===== src/rtl/cast_ejection_port_if.sv =====
// Flit handshake bundle between router output, ejection port and local PE.
// The slave modport is the ejection port's view of the bundle.
interface cast_ejection_port_if #(
  parameter int unsigned DW = 32
) ();
  logic          valid_i;
  logic [DW-1:0] data_i;
  logic          ready_o;
  logic          valid_o;
  logic [DW-1:0] data_o;
  logic          ready_i;

  modport slave (
    input  valid_i,
    input  data_i,
    input  ready_i,
    output ready_o,
    output valid_o,
    output data_o
  );

  modport master (
    output valid_i,
    output data_i,
    output ready_i,
    input  ready_o,
    input  valid_o,
    input  data_o
  );
endinterface


===== src/rtl/cast_ejection_port.sv =====
// Cast network ejection port: FWFT flit FIFO toward the PE, packet framing/length
// checks on consumed flits, and one credit pulse per completed packet.
module cast_ejection_port #(
  parameter int unsigned DW        = 32,
  parameter int unsigned DEPTH_LOG = 2,
  parameter int unsigned isFC      = 0,
  parameter int unsigned FCpl      = 16
) (
  input  logic                       clk,
  input  logic                       rstn,
  cast_ejection_port_if.slave        eject_if,
  output logic                       credit_upd,
  output logic [15:0]                pkt_cnt,
  output logic                       err_proto,
  output logic                       err_len
);
  localparam int unsigned Depth = 2 ** DEPTH_LOG;
  localparam logic [DEPTH_LOG:0] PtrOne = (DEPTH_LOG + 1)'(1);
  localparam logic [16:0] FcplLen = 17'(FCpl);
  localparam bit IsFc = (isFC != 0);
  localparam bit SingleLenOk = !IsFc || (FCpl == 1);

  localparam logic [1:0] TypeBody   = 2'b00;
  localparam logic [1:0] TypeHead   = 2'b01;
  localparam logic [1:0] TypeTail   = 2'b10;
  localparam logic [1:0] TypeSingle = 2'b11;

  typedef enum logic {StIdle, StPkt} state_e;

  logic [DW-1:0]    r_mem [Depth];
  logic [DEPTH_LOG:0] r_wptr, r_rptr;
  state_e           r_state, w_state_d;
  logic [15:0]      r_flit_cnt, w_flit_cnt_d;
  logic             r_credit, r_err_proto, r_err_len;
  logic [15:0]      r_pkt_cnt;
  logic             w_full, w_empty, w_wr, w_fire;
  logic [1:0]       w_type;
  logic             w_credit_ev, w_proto_set, w_len_set;

  // Extra pointer MSB distinguishes full from empty when the indices match.
  assign w_empty = (r_wptr == r_rptr);
  assign w_full  = (r_wptr[DEPTH_LOG] != r_rptr[DEPTH_LOG]) &&
                   (r_wptr[DEPTH_LOG-1:0] == r_rptr[DEPTH_LOG-1:0]);
  assign w_wr    = eject_if.valid_i & ~w_full;
  assign w_fire  = ~w_empty & eject_if.ready_i;

  assign eject_if.ready_o = ~w_full;
  assign eject_if.valid_o = ~w_empty;
  assign eject_if.data_o  = r_mem[r_rptr[DEPTH_LOG-1:0]];
  assign w_type           = eject_if.data_o[DW-1 -: 2];

  always_ff @(posedge clk) begin
    if (w_wr) begin
      r_mem[r_wptr[DEPTH_LOG-1:0]] <= eject_if.data_i;
    end
  end

  always_ff @(posedge clk or negedge rstn) begin
    if (!rstn) begin
      r_wptr <= '0;
      r_rptr <= '0;
    end else begin
      if (w_wr)   r_wptr <= r_wptr + PtrOne;
      if (w_fire) r_rptr <= r_rptr + PtrOne;
    end
  end

  always_comb begin
    w_state_d    = r_state;
    w_flit_cnt_d = r_flit_cnt;
    w_credit_ev  = 1'b0;
    w_proto_set  = 1'b0;
    w_len_set    = 1'b0;
    if (w_fire) begin
      case (w_type)
        TypeHead: begin
          // A head inside an open packet abandons it without a credit.
          w_proto_set  = (r_state == StPkt);
          w_state_d    = StPkt;
          w_flit_cnt_d = 16'd1;
        end
        TypeSingle: begin
          w_proto_set  = (r_state == StPkt);
          w_state_d    = StIdle;
          w_flit_cnt_d = 16'd0;
          w_credit_ev  = 1'b1;
          w_len_set    = !SingleLenOk;
        end
        TypeBody: begin
          if (r_state == StPkt) begin
            if (r_flit_cnt != 16'hFFFF) w_flit_cnt_d = r_flit_cnt + 16'd1;
          end else begin
            w_proto_set = 1'b1;
          end
        end
        TypeTail: begin
          if (r_state == StPkt) begin
            w_state_d    = StIdle;
            w_flit_cnt_d = 16'd0;
            w_credit_ev  = 1'b1;
            w_len_set    = IsFc && (({1'b0, r_flit_cnt} + 17'd1) != FcplLen);
          end else begin
            w_proto_set = 1'b1;
          end
        end
        default: ;
      endcase
    end
  end

  always_ff @(posedge clk or negedge rstn) begin
    if (!rstn) begin
      r_state     <= StIdle;
      r_flit_cnt  <= 16'd0;
      r_credit    <= 1'b0;
      r_pkt_cnt   <= 16'd0;
      r_err_proto <= 1'b0;
      r_err_len   <= 1'b0;
    end else begin
      r_state    <= w_state_d;
      r_flit_cnt <= w_flit_cnt_d;
      r_credit   <= w_credit_ev;
      if (w_credit_ev) r_pkt_cnt   <= r_pkt_cnt + 16'd1;
      if (w_proto_set) r_err_proto <= 1'b1;
      if (w_len_set)   r_err_len   <= 1'b1;
    end
  end

  assign credit_upd = r_credit;
  assign pkt_cnt    = r_pkt_cnt;
  assign err_proto  = r_err_proto;
  assign err_len    = r_err_len;
endmodule

===== src/flat_wrapper.sv =====
// flat-port wrapper written by rule: the top's interface ports become plain ports
module cast_ejection_port_flat 
#(
  parameter int unsigned DW        = 32,
  parameter int unsigned DEPTH_LOG = 2,
  parameter int unsigned isFC      = 0,
  parameter int unsigned FCpl      = 16
)
  (clk, rstn, credit_upd, pkt_cnt, err_proto, err_len, eject_if_valid_i, eject_if_data_i, eject_if_ready_i, eject_if_ready_o, eject_if_valid_o, eject_if_data_o);
  cast_ejection_port_if #(.DW(DW)) eject_if_i ();
  input  logic clk;
  input  logic rstn;
  output logic credit_upd;
  output logic [15:0] pkt_cnt;
  output logic err_proto;
  output logic err_len;
  input wire logic [$bits(eject_if_i.valid_i)-1:0] eject_if_valid_i;
  input wire logic [$bits(eject_if_i.data_i)-1:0] eject_if_data_i;
  input wire logic [$bits(eject_if_i.ready_i)-1:0] eject_if_ready_i;
  output wire logic [$bits(eject_if_i.ready_o)-1:0] eject_if_ready_o;
  output wire logic [$bits(eject_if_i.valid_o)-1:0] eject_if_valid_o;
  output wire logic [$bits(eject_if_i.data_o)-1:0] eject_if_data_o;
  assign eject_if_i.valid_i = eject_if_valid_i;
  assign eject_if_i.data_i = eject_if_data_i;
  assign eject_if_i.ready_i = eject_if_ready_i;
  assign eject_if_ready_o = eject_if_i.ready_o;
  assign eject_if_valid_o = eject_if_i.valid_o;
  assign eject_if_data_o = eject_if_i.data_o;
  cast_ejection_port #(.DW(DW), .DEPTH_LOG(DEPTH_LOG), .isFC(isFC), .FCpl(FCpl)) u_core (.clk(clk), .rstn(rstn), .eject_if(eject_if_i), .credit_upd(credit_upd), .pkt_cnt(pkt_cnt), .err_proto(err_proto), .err_len(err_len));
endmodule

===== config.mk =====
export PLATFORM = sky130hd
export DESIGN_NAME = cast_ejection_port_flat
export DESIGN_NICKNAME = d
export VERILOG_FILES = /design/src/rtl/cast_ejection_port_if.sv /design/src/rtl/cast_ejection_port.sv /design/src/flat_wrapper.sv
export SDC_FILE = /design/constraint.sdc
export NUM_CORES = 1
export LEC_CHECK = 0
export CAP_MARGIN = 20
export CORE_MARGIN = 2
export CORE_UTILIZATION = 57
export CTS_CLUSTER_DIAMETER = 150
export DETAILED_ROUTE_END_ITERATION = 10
export PLACE_DENSITY_LB_ADDON = 0.12
export SLEW_MARGIN = 20
export SYNTH_ARGS = -nofsm -noshare
export SYNTH_HDL_FRONTEND = slang
export SYNTH_SLANG_ARGS = --single-unit

===== constraint.sdc =====
create_clock -name clk -period 5.1 [get_ports clk]
set_clock_uncertainty 0.2 [all_clocks]
set_input_delay 1.02 -clock clk [delete_from_list [all_inputs] [get_ports clk]]
set_output_delay 1.02 -clock clk [all_outputs]
set_load 0.005 [all_outputs]

==> flow_summary.yaml <==
drt:
  vias: 2859
  wirelength_mm: 10.0
  wl_per_cell_um: 19.5
  drcViolationCount: 0
  antenna_left: 0
  drtIter0Drc: 154
  first_pass_iters: 4
  vias_per_cell: 5.56
cells_and_area:
  area_growth_pct: 26.9
  diodes: 0
  mostFrequentLayoutCell: "edfxtp_1"
  nets: 412
  drive_gt1_frac: 0.197
  final_cells: 514
  mostFrequentLayoutCells: "128 x edfxtp_1, 86 x clkdlybuf4s50_1, 32 x mux4_2, 23 x dfrtp_1, 17 x xnor2_1"
  finalCoreUtilization: 0.750
logic_synthesis:
  ys_types: 28
  ys_seq_area_frac: 0.766
  yosys_warnings: 0
  synth_seq_cells: 153
  syn-cell-area_um2: 5830
  postSynthAreaPerCell_um2: 21.4
  synthesis.nets: 315
  synthCells: 273
sta:
  drv_slew: 0
  fin_setup_tns_ps: 0
  setup_viol: 0
  timing.hold.ws_ps: 270
  hold_viol: 0
  slew_headroom: 0.398
  period_needed_ps: 4090
  worstMarginPinSlew_ps: 903
  timing.fmax_mhz: 244
  period_share: 0.802
  rsz0062_at_grt: "no"
placed_design:
  dp.cells: 484
  place_congestion: 0.702
  dp_hpwl_mm: 5.97
  portBuffers: 87
clock_tree:
  cts_setup_buffers: 0
  cts_root_buf: "clkbuf_8"
  clock_latency_ps: 510
  cts_buffers: 17
  clk_pin_slew_ps: 60
  cts_tree: "done"
  htree_levels: 4
  cts_resized: 0
  clkSinkCount: 153
  hold_buffers: 0
  ctsLongestPathBuffers: 2
floorplanning:
  core_um2: 9860
  dieArea_um2: 11100
  rows: 36
  io_pins: 89
  die_w_um: 105
  die_h_um: 105
  start_util: 0.591
setup_path:
  path_cells: "buf_4, mux4_2, clkdlybuf4s50_1"
  critical-path-slowest-cell: "dfrtp_2"
  crit_required_ps: 3880
  cpPeakStageDelay_ps: 930
  cp-start-kind: "flip-flop"
  criticalPathCategory: "flip-flop to primary output"
  end_kind: "primary output"
  path_max_fanout: 25
  cp_num_buf_inv: 2
  crit_family: "flip-flops"
  arrival_ps: 2870
run_status:
  outcome: "finished clean"
power_and_ir_drop:
  ir_drop_uv: 317
  p_leak_nw: 2.52
  pwr_density_cell_nw_per_um2: 586
global_route:
  first_global_vias: 2959
  grt_max_degree: 36
  overflow: 0
  antenna_found_initial: 0
  grt_pass1_wl_mm: 16.1
  grtUsageTotal: 0.198
run:
  maxCapViolations: 0
hold_path:
  hold_class: "flip-flop to flip-flop"
==> per-layer routing <==
layer | wire (µm) | GRT usage
met1 | 4250 | 0.262
met2 | 5090 | 0.320
met3 | 615 | 0.0549
met4 | 92 | 0.0714
met5 | 0 | 0
==> kinds of logic (layout without fill, tap and decap cells) <==
family | after synthesis | in the layout | share of synthesized area
buffers and inverters | 12 | 120 | 0.0118
adder cells (fa/ha/maj) | 6 | 6 | 0.0129
XOR/XNOR | 23 | 23 | 0.0345
multiplexers | 34 | 34 | 0.127
flip-flops | 153 | 153 | 0.766
AO/OA/AOI/OAI | 5 | 5 | 0.00944
other | 1 | 1 | 0.000643
AND/OR/NAND/NOR | 39 | 39 | 0.0369
==> cell usage after synthesis <==
cell        n  share of area
edfxtp_1  128           0.66
mux4_2     32           0.12
dfrtp_1    25           0.11
xnor2_1    17          0.026
nand2_1    13         0.0084
ha_1        6          0.013
xor2_1      6         0.0090
and3_1      5         0.0054
nand4_1     5         0.0054
buf_2       4         0.0034
nand3_1     4         0.0034
and2_1      3         0.0032
clkbuf_1    3         0.0019
nor3_1      3         0.0026
a21oi_1     2         0.0017
buf_6       2         0.0039
inv_1       2         0.0013
mux2_2      2         0.0039
nor2_1      2         0.0013
a21o_1      1         0.0013
and4_1      1         0.0015
buf_4       1         0.0013
conb_1      1        0.00064
nor2_2      1         0.0011
nor4_4      1         0.0036
o21ai_4     1         0.0028
o31ai_4     1         0.0036
or3_1       1         0.0011
==> registers in the layout, summed over array words and instances (netlist names) <==
register / flops
u_core.credit_upd: 1
u_core.err_proto: 1
u_core.pkt_cnt: 16
u_core.r_mem: 128
u_core.r_rptr: 3
u_core.r_state: 1
u_core.r_wptr: 3
==> report_power, final <==
part           leakage [nW]  internal, mW  switching [mW]
registers              1.49          1.67           0.211
logic                 0.758         0.729           0.503
clock network         0.271         0.744           0.473
==> cell type report <==
cell class	count	area, µm²
Clock buffer	17	414
Clock inverter	13	168
Fill cell	559	2460
Inverter	2	7.51
Multi-Input combinational cell	108	1300
Sequential cell	153	4470
Tap cell	133	166
Timing Repair Buffer	88	873
==> final timing paths <==
path / from / end / slack (ps) / depth (start not counted)
setup / recovery: u_core.r_rptr[0]$_DFFE_PN0P_ / eject_if_data_o[19] / 1010 / 3
setup reg to reg: u_core.r_rptr[1]$_DFFE_PN0P_ / u_core.r_mem[3][14]$_DFFE_PP_ / 2150 / 4
max in group asynchronous: rstn / u_core.r_rptr[1]$_DFFE_PN0P_ / 4000 / 1
hold reg to reg: u_core.pkt_cnt[15]$_DFFE_PN0P_ / u_core.pkt_cnt[15]$_DFFE_PN0P_ / 270 / 1
min in group asynchronous: rstn / u_core.pkt_cnt[11]$_DFFE_PN0P_ / 290 / 1
hold / removal: u_core.pkt_cnt[15]$_DFFE_PN0P_ / u_core.pkt_cnt[15]$_DFFE_PN0P_ / 270 / 1
==> metrics by stage <==
step	worst slack (ps)	total power, mW	area, µm²
after CTS	910	4.39	7400
after global placement	1520	3.13	6820
after global routing	798	4.55	7400
final	1010	4.33	7400
after floorplan	2580	2.53	5830
after detailed placement	1490	3.15	6820
(Power assumes the default switching activity.)
